===== src/rtl/char_plane_pkg.sv =====
// Shared constants, control codes and FSM state encodings for the character plane controller.
package char_plane_pkg;
    localparam int ROW_NUMBER  = 7;
    localparam int COL_NUMBER  = 20;
    localparam int ROW_BIT_LEN = 4;
    localparam int COL_BIT_LEN = 6;
    localparam int DATA_SIZE   = 8;

    localparam logic [DATA_SIZE-1:0]   BLANK_CHAR = 8'd129;
    localparam logic [ROW_BIT_LEN-1:0] LAST_ROW   = ROW_BIT_LEN'(ROW_NUMBER - 1);
    localparam logic [COL_BIT_LEN-1:0] LAST_COL   = COL_BIT_LEN'(COL_NUMBER - 1);

    localparam logic [DATA_SIZE-1:0] CHR_NEWLINE   = 8'h0A;
    localparam logic [DATA_SIZE-1:0] CHR_BACKSPACE = 8'h08;
    localparam logic [DATA_SIZE-1:0] CHR_ERASE     = 8'hFF;
    localparam logic [DATA_SIZE-1:0] CHR_FIRST_PRN = 8'h20;

    localparam logic [2:0] ST_IDLE      = 3'd0;
    localparam logic [2:0] ST_WRITE     = 3'd1;
    localparam logic [2:0] ST_SCROLL_RD = 3'd2;
    localparam logic [2:0] ST_SCROLL_WR = 3'd3;
    localparam logic [2:0] ST_BLANK_ROW = 3'd4;
    localparam logic [2:0] ST_CLEAR     = 3'd5;
endpackage


===== src/rtl/char_plane_ctrl_if.sv =====
// Character stream, status and plane port bundle between the controller and its environment.
interface char_plane_ctrl_if;
    import char_plane_pkg::*;

    logic [DATA_SIZE-1:0]   char_data;
    logic                   char_valid;
    logic                   char_ready;
    logic                   clear_req;
    logic                   busy;
    logic [ROW_BIT_LEN-1:0] cursor_row;
    logic [COL_BIT_LEN-1:0] cursor_col;
    logic                   plane_we;
    logic [ROW_BIT_LEN-1:0] plane_row_in;
    logic [COL_BIT_LEN-1:0] plane_column_in;
    logic [DATA_SIZE-1:0]   plane_data_in;
    logic                   plane_reset;
    logic                   plane_push_up;
    logic [ROW_BIT_LEN-1:0] plane_row_out;
    logic [COL_BIT_LEN-1:0] plane_column_out;
    logic [DATA_SIZE-1:0]   plane_data_out;

    // Controller side
    modport master (
        input  char_data, char_valid, clear_req, plane_data_out,
        output char_ready, busy, cursor_row, cursor_col,
               plane_we, plane_row_in, plane_column_in, plane_data_in,
               plane_reset, plane_push_up, plane_row_out, plane_column_out
    );

    // Source / plane side
    modport slave (
        output char_data, char_valid, clear_req, plane_data_out,
        input  char_ready, busy, cursor_row, cursor_col,
               plane_we, plane_row_in, plane_column_in, plane_data_in,
               plane_reset, plane_push_up, plane_row_out, plane_column_out
    );
endinterface


===== src/rtl/plane_cell_walker.sv =====
// Row-major cell iterator shared by scroll copy, bottom-row blanking and full clear.
module plane_cell_walker
    import char_plane_pkg::*;
(
    input  logic                   i_clk,
    input  logic                   i_rst_n,
    input  logic                   i_start,
    input  logic [ROW_BIT_LEN-1:0] i_row_start,
    input  logic [ROW_BIT_LEN-1:0] i_row_end,
    input  logic                   i_step,
    output logic [ROW_BIT_LEN-1:0] o_row,
    output logic [COL_BIT_LEN-1:0] o_col,
    output logic [ROW_BIT_LEN-1:0] o_next_row,
    output logic [COL_BIT_LEN-1:0] o_next_col,
    output logic                   o_done
);
    logic [ROW_BIT_LEN-1:0] r_row;
    logic [ROW_BIT_LEN-1:0] r_row_end;
    logic [COL_BIT_LEN-1:0] r_col;
    logic [ROW_BIT_LEN-1:0] w_next_row;
    logic [COL_BIT_LEN-1:0] w_next_col;

    // Cell that follows the current one, wrapping to the next row after the last column
    always_comb begin
        w_next_row = r_row;
        w_next_col = r_col + 6'd1;
        if (r_col == LAST_COL) begin
            w_next_row = r_row + 4'd1;
            w_next_col = 6'd0;
        end else begin
            w_next_col = r_col + 6'd1;
        end
    end

    // Load the start cell or advance one cell per step
    always_ff @(posedge i_clk or negedge i_rst_n) begin
        if (!i_rst_n) begin
            r_row     <= 4'd0;
            r_col     <= 6'd0;
            r_row_end <= 4'd0;
        end else if (i_start) begin
            r_row     <= i_row_start;
            r_col     <= 6'd0;
            r_row_end <= i_row_end;
        end else if (i_step) begin
            r_row <= w_next_row;
            r_col <= w_next_col;
        end else begin
            r_row <= r_row;
        end
    end

    assign o_row      = r_row;
    assign o_col      = r_col;
    assign o_next_row = w_next_row;
    assign o_next_col = w_next_col;
    assign o_done     = (r_row == r_row_end) && (r_col == LAST_COL);
endmodule


===== src/rtl/char_plane_ctrl.sv =====
// Character plane sequencer: cursor handling, line wrap, backspace, clear and copy-based scroll.
module char_plane_ctrl
    import char_plane_pkg::*;
(
    input  logic              i_clk,
    input  logic              i_rst_n,
    char_plane_ctrl_if.master plane_bus
);
    logic [2:0]             r_state;
    logic                   r_clear_pend;
    logic [ROW_BIT_LEN-1:0] r_cur_row, r_nxt_row, r_row_in;
    logic [COL_BIT_LEN-1:0] r_cur_col, r_nxt_col, r_col_in;
    logic                   r_ovf, r_we;
    logic [DATA_SIZE-1:0]   r_data_in;

    logic                   w_char_ready, w_accept, w_clear_go;
    logic                   w_dec_we, w_dec_ovf;
    logic [ROW_BIT_LEN-1:0] w_dec_row, w_dec_nrow;
    logic [COL_BIT_LEN-1:0] w_dec_col, w_dec_ncol;
    logic [DATA_SIZE-1:0]   w_dec_data;
    logic                   w_walk_start, w_walk_step, w_walk_done;
    logic [ROW_BIT_LEN-1:0] w_walk_row_start, w_walk_row, w_walk_next_row;
    logic [COL_BIT_LEN-1:0] w_walk_col, w_walk_next_col;

    assign w_char_ready = (r_state == ST_IDLE) && !r_clear_pend && !plane_bus.clear_req;
    assign w_accept     = plane_bus.char_valid && w_char_ready;
    assign w_clear_go   = (r_state == ST_IDLE) && (r_clear_pend || plane_bus.clear_req);

    plane_cell_walker u_walker (
        .i_clk       (i_clk),
        .i_rst_n     (i_rst_n),
        .i_start     (w_walk_start),
        .i_row_start (w_walk_row_start),
        .i_row_end   (LAST_ROW),
        .i_step      (w_walk_step),
        .o_row       (w_walk_row),
        .o_col       (w_walk_col),
        .o_next_row  (w_walk_next_row),
        .o_next_col  (w_walk_next_col),
        .o_done      (w_walk_done)
    );

    // Decode the offered character into a write (if any) and the cursor position that follows it
    always_comb begin
        w_dec_we   = 1'b0;
        w_dec_ovf  = 1'b0;
        w_dec_row  = r_cur_row;
        w_dec_col  = r_cur_col;
        w_dec_data = plane_bus.char_data;
        w_dec_nrow = r_cur_row;
        w_dec_ncol = r_cur_col;
        if (plane_bus.char_data == CHR_NEWLINE) begin
            w_dec_ncol = 6'd0;
            if (r_cur_row == LAST_ROW) w_dec_ovf  = 1'b1;
            else                       w_dec_nrow = r_cur_row + 4'd1;
        end else if (plane_bus.char_data == CHR_BACKSPACE) begin
            if (r_cur_col != 6'd0) begin
                w_dec_we   = 1'b1;
                w_dec_col  = r_cur_col - 6'd1;
                w_dec_ncol = r_cur_col - 6'd1;
                w_dec_data = BLANK_CHAR;
            end else if (r_cur_row != 4'd0) begin
                w_dec_we   = 1'b1;
                w_dec_row  = r_cur_row - 4'd1;
                w_dec_col  = LAST_COL;
                w_dec_nrow = r_cur_row - 4'd1;
                w_dec_ncol = LAST_COL;
                w_dec_data = BLANK_CHAR;
            end else begin
                w_dec_we = 1'b0;
            end
        end else if (plane_bus.char_data >= CHR_FIRST_PRN) begin
            w_dec_we = 1'b1;
            if (plane_bus.char_data == CHR_ERASE) w_dec_data = BLANK_CHAR;
            else                                  w_dec_data = plane_bus.char_data;
            if (r_cur_col == LAST_COL) begin
                w_dec_ncol = 6'd0;
                if (r_cur_row == LAST_ROW) w_dec_ovf  = 1'b1;
                else                       w_dec_nrow = r_cur_row + 4'd1;
            end else begin
                w_dec_ncol = r_cur_col + 6'd1;
            end
        end else begin
            w_dec_we = 1'b0;
        end
    end

    // Walker control: scroll reads rows 1..last, bottom-row blank and clear walk to the last row
    always_comb begin
        w_walk_start     = 1'b0;
        w_walk_step      = 1'b0;
        w_walk_row_start = 4'd0;
        case (r_state)
            ST_IDLE: begin
                if (w_clear_go) w_walk_start = 1'b1;
                else            w_walk_start = 1'b0;
            end
            ST_WRITE: begin
                if (r_ovf) begin
                    w_walk_start     = 1'b1;
                    w_walk_row_start = 4'd1;
                end else begin
                    w_walk_start = 1'b0;
                end
            end
            ST_SCROLL_WR: begin
                if (w_walk_done) begin
                    w_walk_start     = 1'b1;
                    w_walk_row_start = LAST_ROW;
                end else begin
                    w_walk_step = 1'b1;
                end
            end
            ST_BLANK_ROW, ST_CLEAR: begin
                if (!w_walk_done) w_walk_step = 1'b1;
                else              w_walk_step = 1'b0;
            end
            default: w_walk_start = 1'b0;
        endcase
    end

    // Main sequencer: state, cursor, deferred clear and the registered plane write port
    always_ff @(posedge i_clk or negedge i_rst_n) begin
        if (!i_rst_n) begin
            r_state      <= ST_IDLE;
            r_clear_pend <= 1'b0;
            r_cur_row    <= 4'd0;
            r_cur_col    <= 6'd0;
            r_nxt_row    <= 4'd0;
            r_nxt_col    <= 6'd0;
            r_ovf        <= 1'b0;
            r_we         <= 1'b0;
            r_row_in     <= 4'd0;
            r_col_in     <= 6'd0;
            r_data_in    <= BLANK_CHAR;
        end else begin
            if ((r_state != ST_IDLE) && plane_bus.clear_req) r_clear_pend <= 1'b1;
            else if (r_state == ST_IDLE)                     r_clear_pend <= 1'b0;
            else                                             r_clear_pend <= r_clear_pend;

            case (r_state)
                ST_IDLE: begin
                    if (w_clear_go) begin
                        r_state   <= ST_CLEAR;
                        r_we      <= 1'b1;
                        r_row_in  <= 4'd0;
                        r_col_in  <= 6'd0;
                        r_data_in <= BLANK_CHAR;
                    end else if (w_accept) begin
                        r_state   <= ST_WRITE;
                        r_we      <= w_dec_we;
                        r_row_in  <= w_dec_row;
                        r_col_in  <= w_dec_col;
                        r_data_in <= w_dec_data;
                        r_nxt_row <= w_dec_nrow;
                        r_nxt_col <= w_dec_ncol;
                        r_ovf     <= w_dec_ovf;
                    end else begin
                        r_we <= 1'b0;
                    end
                end
                ST_WRITE: begin
                    r_we <= 1'b0;
                    if (r_ovf) begin
                        r_cur_row <= LAST_ROW;
                        r_cur_col <= 6'd0;
                        r_state   <= ST_SCROLL_RD;
                    end else begin
                        r_cur_row <= r_nxt_row;
                        r_cur_col <= r_nxt_col;
                        r_state   <= ST_IDLE;
                    end
                end
                ST_SCROLL_RD: begin
                    r_we      <= 1'b1;
                    r_row_in  <= w_walk_row - 4'd1;
                    r_col_in  <= w_walk_col;
                    r_data_in <= plane_bus.plane_data_out;
                    r_state   <= ST_SCROLL_WR;
                end
                ST_SCROLL_WR: begin
                    if (w_walk_done) begin
                        r_we      <= 1'b1;
                        r_row_in  <= LAST_ROW;
                        r_col_in  <= 6'd0;
                        r_data_in <= BLANK_CHAR;
                        r_state   <= ST_BLANK_ROW;
                    end else begin
                        r_we    <= 1'b0;
                        r_state <= ST_SCROLL_RD;
                    end
                end
                ST_BLANK_ROW, ST_CLEAR: begin
                    if (w_walk_done) begin
                        r_we    <= 1'b0;
                        r_state <= ST_IDLE;
                        if (r_state == ST_CLEAR) begin
                            r_cur_row <= 4'd0;
                            r_cur_col <= 6'd0;
                        end else begin
                            r_cur_row <= r_cur_row;
                        end
                    end else begin
                        r_we     <= 1'b1;
                        r_row_in <= w_walk_next_row;
                        r_col_in <= w_walk_next_col;
                    end
                end
                default: begin
                    r_we    <= 1'b0;
                    r_state <= ST_IDLE;
                end
            endcase
        end
    end

    assign plane_bus.char_ready       = w_char_ready;
    assign plane_bus.busy             = (r_state == ST_SCROLL_RD) || (r_state == ST_SCROLL_WR) ||
                                        (r_state == ST_BLANK_ROW) || (r_state == ST_CLEAR);
    assign plane_bus.cursor_row       = r_cur_row;
    assign plane_bus.cursor_col       = r_cur_col;
    assign plane_bus.plane_we         = r_we;
    assign plane_bus.plane_row_in     = r_row_in;
    assign plane_bus.plane_column_in  = r_col_in;
    assign plane_bus.plane_data_in    = r_data_in;
    assign plane_bus.plane_reset      = 1'b0;
    assign plane_bus.plane_push_up    = 1'b0;
    assign plane_bus.plane_row_out    = w_walk_row;
    assign plane_bus.plane_column_out = w_walk_col;
endmodule


===== src/flat_wrapper.sv =====
// flat-port wrapper written by rule: the top's interface ports become plain ports
module char_plane_ctrl_flat import char_plane_pkg::*;
  (i_clk, i_rst_n, plane_bus_char_data, plane_bus_char_valid, plane_bus_clear_req, plane_bus_plane_data_out, plane_bus_char_ready, plane_bus_busy, plane_bus_cursor_row, plane_bus_cursor_col, plane_bus_plane_we, plane_bus_plane_row_in, plane_bus_plane_column_in, plane_bus_plane_data_in, plane_bus_plane_reset, plane_bus_plane_push_up, plane_bus_plane_row_out, plane_bus_plane_column_out);
  char_plane_ctrl_if plane_bus_i ();
  input  logic i_clk;
  input  logic i_rst_n;
  input wire logic [$bits(plane_bus_i.char_data)-1:0] plane_bus_char_data;
  input wire logic [$bits(plane_bus_i.char_valid)-1:0] plane_bus_char_valid;
  input wire logic [$bits(plane_bus_i.clear_req)-1:0] plane_bus_clear_req;
  input wire logic [$bits(plane_bus_i.plane_data_out)-1:0] plane_bus_plane_data_out;
  output wire logic [$bits(plane_bus_i.char_ready)-1:0] plane_bus_char_ready;
  output wire logic [$bits(plane_bus_i.busy)-1:0] plane_bus_busy;
  output wire logic [$bits(plane_bus_i.cursor_row)-1:0] plane_bus_cursor_row;
  output wire logic [$bits(plane_bus_i.cursor_col)-1:0] plane_bus_cursor_col;
  output wire logic [$bits(plane_bus_i.plane_we)-1:0] plane_bus_plane_we;
  output wire logic [$bits(plane_bus_i.plane_row_in)-1:0] plane_bus_plane_row_in;
  output wire logic [$bits(plane_bus_i.plane_column_in)-1:0] plane_bus_plane_column_in;
  output wire logic [$bits(plane_bus_i.plane_data_in)-1:0] plane_bus_plane_data_in;
  output wire logic [$bits(plane_bus_i.plane_reset)-1:0] plane_bus_plane_reset;
  output wire logic [$bits(plane_bus_i.plane_push_up)-1:0] plane_bus_plane_push_up;
  output wire logic [$bits(plane_bus_i.plane_row_out)-1:0] plane_bus_plane_row_out;
  output wire logic [$bits(plane_bus_i.plane_column_out)-1:0] plane_bus_plane_column_out;
  assign plane_bus_i.char_data = plane_bus_char_data;
  assign plane_bus_i.char_valid = plane_bus_char_valid;
  assign plane_bus_i.clear_req = plane_bus_clear_req;
  assign plane_bus_i.plane_data_out = plane_bus_plane_data_out;
  assign plane_bus_char_ready = plane_bus_i.char_ready;
  assign plane_bus_busy = plane_bus_i.busy;
  assign plane_bus_cursor_row = plane_bus_i.cursor_row;
  assign plane_bus_cursor_col = plane_bus_i.cursor_col;
  assign plane_bus_plane_we = plane_bus_i.plane_we;
  assign plane_bus_plane_row_in = plane_bus_i.plane_row_in;
  assign plane_bus_plane_column_in = plane_bus_i.plane_column_in;
  assign plane_bus_plane_data_in = plane_bus_i.plane_data_in;
  assign plane_bus_plane_reset = plane_bus_i.plane_reset;
  assign plane_bus_plane_push_up = plane_bus_i.plane_push_up;
  assign plane_bus_plane_row_out = plane_bus_i.plane_row_out;
  assign plane_bus_plane_column_out = plane_bus_i.plane_column_out;
  char_plane_ctrl u_core (.i_clk(i_clk), .i_rst_n(i_rst_n), .plane_bus(plane_bus_i));
endmodule

===== config.mk =====
export PLATFORM = sky130hd
export DESIGN_NAME = char_plane_ctrl_flat
export DESIGN_NICKNAME = d
export VERILOG_FILES = /design/src/rtl/char_plane_pkg.sv /design/src/rtl/char_plane_ctrl_if.sv /design/src/rtl/plane_cell_walker.sv /design/src/rtl/char_plane_ctrl.sv /design/src/flat_wrapper.sv
export SDC_FILE = /design/constraint.sdc
export NUM_CORES = 1
export LEC_CHECK = 0
export ABC_AREA = 1
export CORE_MARGIN = 2
export CORE_UTILIZATION = 33
export DETAILED_ROUTE_END_ITERATION = 16
export GPL_TIMING_DRIVEN = 0
export PLACE_DENSITY = 0.51
export SLEW_MARGIN = 20
export SYNTH_ARGS = -nofsm -noshare
export SYNTH_HDL_FRONTEND = slang
export SYNTH_SLANG_ARGS = --single-unit

===== constraint.sdc =====
create_clock -name i_clk -period 1.9 [get_ports i_clk]
set_input_delay 0.38 -clock i_clk [delete_from_list [all_inputs] [get_ports i_clk]]
set_output_delay 0.38 -clock i_clk [all_outputs]
set_load 0.005 [all_outputs]

Word-level counts from Yosys, hierarchy flattened
Index checks and enable logic that the tools add are counted.

word-level totals
  bits of input ports = 20
  output and inout port bits = 43
  logic and storage cells = 149
  bits in registers = 55

operators by class
  $add $sub $neg = 7
  magnitude comparators = 1
  reduce and logical (&&, ||, !) cells = 28
  bitwise logic cells = 1
  muxes and demuxes = 81
  equality and inequality tests = 17

operators by type and width
  kind                 number
  $mux 6               18
  $mux 4               19
  $mux 8               9
  $pmux 6 s4           1
  $pmux 8 s3           1
  $mux 1               20
  $eq 8x4->1 const B   2
  $pmux 4 s2           2
  $pmux 4 s4           1
  $mux 3               5
  $pmux 3 s5           1
  $add 6x1->6 const B  2
  $eq 6x5->1 const B   2
  $pmux 6 s2           1
  $reduce_and 3->1     3
  $add 4x1->4 const B  2
  $eq 8x8->1 const B   1
  $ge 8x6->1 const B   1
  $reduce_bool 4->1    2
  $sub 4x1->4 const B  2
  $eq 3x2->1 const B   2
  $eq 3x3->1 const B   2
  $logic_and 1x1->1    6
  $ne 2x2->1 const B   3
  other kinds (20)     27

Depth between registers and ports, before layout
  depth after elaboration = 8
  depth in mapped cells = 13
  gate-level depth less buffers = 12

Modules after synthesis
Synthesis repeated with hierarchy kept, for this count alone.

unflattened totals
  cells, all modules = 538
  area total of the unflattened synthesis = 3,852.4 um2

by module, submodules not included
  module             seq. area each (um2)  cells each  area each (um2)  instances
  char_plane_ctrl    1,103.6               432         2,969.1          1
  plane_cell_walker  350.3                 106         883.3            1

Least setup slack after synthesis
OpenSTA, ideal clock, no wires.

  kind = flip-flop to flip-flop
  start = register u_core.u_walker.r_col[0] (netlist: u_core.u_walker.o_col[0])
  end = register u_core.u_walker.r_row[1] (netlist: u_core.u_walker.o_row[1])
  period minus slack after synthesis = 1,601 ps
  path buffers = 1
  slack = 299 ps
  arrival time = 1,484 ps
  cell stages (with the launch flop) = 12
  required time = 1,784 ps
  library setup time = 116 ps
  path through = dfrtp_1 > ha_1 > nand3_1 > nor2_2 > nand2_4 > nand2_4 > nand2_4 > clkinv_4 > nand2_4 > buf_6 > nand2_2 > nand2_1

between the ends
  cells in the longest elaborated chain, start to end = 5
  elaborated cells between the ends (all ways) = 12
  those cells by class = eq/ne: 1; mux: 9; reduce/logical: 2

ends and longest elaborated chain
  item                                         line                                              text
  start, declared                              plane_cell_walker.sv:19                           logic [COL_BIT_LEN-1:0] r_col;
  start signal, assigned                       plane_cell_walker.sv:47                           r_col <= w_next_col;
  $eq 6x5->1 (*)                               plane_cell_walker.sv:27, plane_cell_walker.sv:57
  $logic_and 1x1->1                            plane_cell_walker.sv:57                           assign o_done = (r_row == r_row_end) && (r_col == LAST_COL);
  $mux 1, or another cell as far along         char_plane_ctrl.sv:107                            if (w_walk_done) begin
  $pmux 1 s3, or another cell as far along     char_plane_ctrl.sv:93                             case (r_state)
  $mux 4 or $reduce_bool 2->1 (tied branches)  --
  end signal, assigned                         plane_cell_walker.sv:42                           r_row <= i_row_start;
  end signal, assigned                         plane_cell_walker.sv:46                           r_row <= w_next_row;
  end signal, assigned                         plane_cell_walker.sv:49                           r_row <= r_row;
  end, declared                                plane_cell_walker.sv:17                           logic [ROW_BIT_LEN-1:0] r_row;

Mark *: on every way between the ends. The rest lies on a longest branch, timed or not. The select of a mux whose other input is x is not followed.
A chain may end at the register's enable or synchronous reset.

Final worst setup path
  start = register u_core.r_state[2]
  end = output port plane_bus_char_ready

between the ends
  cells in the longest elaborated chain, start to end = 3

ends and longest elaborated chain
  item                            line                    text
  start, declared                 char_plane_ctrl.sv:9    logic [2:0] r_state;
  start signal, assigned          char_plane_ctrl.sv:125  r_state <= ST_IDLE;
  start signal, assigned          char_plane_ctrl.sv:144  r_state <= ST_CLEAR;
  start signal, assigned          char_plane_ctrl.sv:150  r_state <= ST_WRITE;
  $logic_not 3->1                 char_plane_ctrl.sv:25   assign w_char_ready = (r_state == ST_IDLE) && !r_clear_pend && !plane_bus.clear_req;
  $logic_and 1x1->1 (2 in a row)  char_plane_ctrl.sv:25
  end, declared                   flat_wrapper.sv:11      output wire logic [$bits(plane_bus_i.char_ready)-1:0] plane_bus_char_ready;

Every way passes these cells.

==> flow_summary.json <==
{
  "status": "finished clean",
  "seqPwrFrac_pct": 47.1,
  "gr-total-overflow": 0,
  "crit_required_ns": 1.52,
  "finalCriticalPeriod_ns": 1.81,
  "pwr_density_cell_mw_per_mm2": 491,
  "io_pins": 63,
  "cts.sinks": 55,
  "fillCellCount": 1172,
  "syn_to_final_growth_pct": 33.7,
  "netlist_area_mm2": 0.00378,
  "gp_congestion": 0.876,
  "crit_type": "flip-flop to primary output",
  "clock_path_buffers": 2,
  "dp.final_hpwl_um": 8500,
  "drcViolationCount": 0,
  "p_leak_nw": 2.44,
  "track_usage_pct": 18.1,
  "p_sw_mw": 0.505,
  "placed_area_mm2": 0.00458,
  "end_kind": "primary output",
  "final.setup.tns_ns": 0,
  "n_antenna_cell": 0,
  "core_mm2": 0.0113,
  "fp.dieW_um": 111,
  "crit_path_top_delay_cell": "dfrtp_2",
  "numCtsBuffers": 5,
  "num_rows": 39,
  "ys_warn_count": 0,
  "design_area_mm2": 0.00505,
  "final_cell_mix": "149 x nand2_1, 59 x inv_1, 57 x clkdlybuf4s50_1, 47 x dfrtp_1, 46 x nand3_1",
  "wirelength_um": 11200,
  "drt_first_pass_iters": 4,
  "ys_ff_latch": 55,
  "path_cells": "buf_4 -> nor2_4 -> nand2_1 -> inv_2 -> nand2_2 -> inv_1 -> clkdlybuf4s15_1",
  "antenna_found_initial": 0,
  "power_switching_share_pct": 20.3,
  "wl_per_cell_um": 14.6,
  "hold_path_class": "input port to async pin",
  "mostFrequentLayoutCell": "nand2_1",
  "timing.fmax_mhz": 552,
  "crit_buf_inv": 4,
  "critPathMaxStageDelay_ns": 0.44,
  "final_core_utilization_pct": 44.8,
  "p_comb_share_pct": 4.2,
  "synth_cells": 538,
  "clock_latency_ns": 0.30,
  "htreeDepth": 2,
  "fp.dieH_um": 111,
  "cts_root_buf": "clkbuf_16",
  "drv_slew": 0,
  "synth.distinct_cells": 34,
  "seq_area_frac_synth_pct": 36.5,
  "cp-start-kind": "flip-flop",
  "viasPerCell": 4.89,
  "clk_pin_slew_ns": 0.08,
  "dr_total_vias": 3755,
  "dieArea_mm2": 0.0123,
  "grt_pass1_wl_um": 18100,
  "skew_ns": 0.00694,
  "layout.nets": 652,
  "io_buffers": 60,
  "start_util_pct": 33.5,
  "drtAntennaViolNets": 0,
  "fin_crit_sh_pct": 95.3,
  "hold_viol": 0,
  "ir_worst_vdd_v": 0.000404,
  "grt_max_degree": 30,
  "p_int_mw": 1.98,
  "cts_tree": "done",
  "crit_fanout": 4,
  "cts_hold_buf": 0,
  "timing.final.setup_violations": 0,
  "clkPwrFrac_pct": 48.6,
  "arrival_ns": 1.43,
  "max-cap-violations": 0,
  "cp_top_family": "buffers and inverters",
  "first_global_vias": 3583,
  "synth_area_per_cell_um2": 7.02,
  "drtIter0Drc": 196,
  "final_layout_size_suffix_gt1_share_pct": 19.0,
  "worst_hold_slack_ns": 0.00339
}
power groups by stage:
stage,combinational [mW],sequential [mW],clock [mW]
after global placement,0.0974,1.19,0
final,0.105,1.17,1.21
after global routing,0.117,1.17,1.29
after detailed placement,0.102,1.19,0
after CTS,0.103,1.17,1.25
after floorplan,0.0227,1.19,0
layout make-up:
| type | instances | area (um2) | share of cell area [%] |
|---|---|---|---|
| inverters | 69 | 278 | 5.50 |
| plain buffers | 12 | 88.8 | 1.76 |
| flip-flops and latches | 55 | 1390 | 27.4 |
| repair buffers | 78 | 757 | 15.0 |
| multi-input cells | 403 | 2180 | 43.1 |
| clock buffers | 6 | 129 | 2.55 |
| clock inverters | 2 | 60.1 | 1.19 |
| well taps | 143 | 179 | 3.54 |
cell families (layout without fill, tap and decap cells):
logic type	after synthesis	count (layout)	share of synthesized area [%]
xor+xnor	11	11	2.55
fa+ha+maj	8	8	2.65
flops	55	55	36.5
compound gates	87	87	14.1
other cells	1	2	0.0992
buf+inv	81	167	9.20
simple gates	295	295	34.9
flip-flops by register name (all words and copies together), names as in the netlist, 4 cells and up:
register                          cells
u_core.r_nxt_row                      4
u_core.plane_bus.cursor_row           4
u_core.u_walker.o_col                 6
u_core.r_nxt_col                      6
u_core.u_walker.o_row                 4
u_core.plane_bus.plane_column_in      6
u_core.plane_bus.plane_data_in        8
u_core.plane_bus.plane_row_in         4
u_core.plane_bus.cursor_col           6
metal layers:
metal	wire length (um)	track usage (%)	vias to the layer above
met5	0	0	-
met3	465	3.12	12
met4	159	4.25	0
met2	5310	30.1	85
met1	5270	24.6	1757
li1	-	-	1901
stage by stage:
| step | total power, mW | worst slack, ns | cells |
|---|---|---|---|
| floorplan | 1.22 | 0.299 | 539 |
| global placement | 1.29 | -1.41 | 742 |
| detailed placement | 1.29 | -0.479 | 743 |
| CTS | 2.52 | -0.00689 | 757 |
| global route | 2.58 | -0.00209 | 768 |
| finish | 2.48 | 0.0896 | 768 |
path summary, 6_finish.rpt:
check / startpoint / endpoint / slack (ns) / cells past startpoint
max: u_core.r_state[2] / plane_bus_char_ready / 0.09 / 7
min in group i_clk: u_core.plane_bus.plane_data_in[7] / u_core.plane_bus.plane_data_in[7] / 0.47 / 2
min reg2reg: u_core.plane_bus.plane_data_in[7] / u_core.plane_bus.plane_data_in[7] / 0.47 / 2
max in group asynchronous: i_rst_n / u_core.plane_bus.cursor_col[1] / 1.40 / 2
max reg2reg: u_core.u_walker.o_col[0] / u_core.plane_bus.plane_data_in[7] / 0.13 / 10
min: i_rst_n / u_core.plane_bus.plane_column_in[2] / 0.003 / 1
Yosys cell counts:
cell type	n	area (um2)
a21oi_1	22	110
a21oi_2	9	78.8
a22oi_1	2	15.0
buf_2	6	30.0
buf_4	2	15.0
buf_6	3	33.8
clkbuf_2	1	5.00
clkinv_1	2	7.51
clkinv_4	1	8.76
conb_1	1	3.75
dfrtp_1	53	1330
dfstp_2	2	52.6
ha_1	8	100
inv_1	62	233
inv_2	4	15.0
nand2_1	154	578
nand2_2	6	37.5
nand2_4	6	67.6
nand3_1	48	240
nand3_2	1	10.0
nand4_1	9	56.3
nor2_1	53	199
nor2_2	7	43.8
nor2_4	4	45.0
nor3_1	3	15.0
o211ai_1	4	30.0
o21ai_0	32	160
o21ai_1	4	20.0
o21ai_2	8	70.1
o22ai_2	1	12.5
o31ai_1	5	37.5
or2_2	4	25.0
xnor2_1	3	26.3
xor2_1	8	70.1
timing repair:
| item | 4_1_cts | 5_1_grt |
|---|---|---|
| buffers inserted | 6 | 11 |
| pin swaps | 4 | 5 |
| endpoints found under the setup margin | 24 | 50 |
| resized for setup | 17 | 35 |
| cloned | 0 | 0 |
Note: power is estimated with default switching activity, not from simulation.
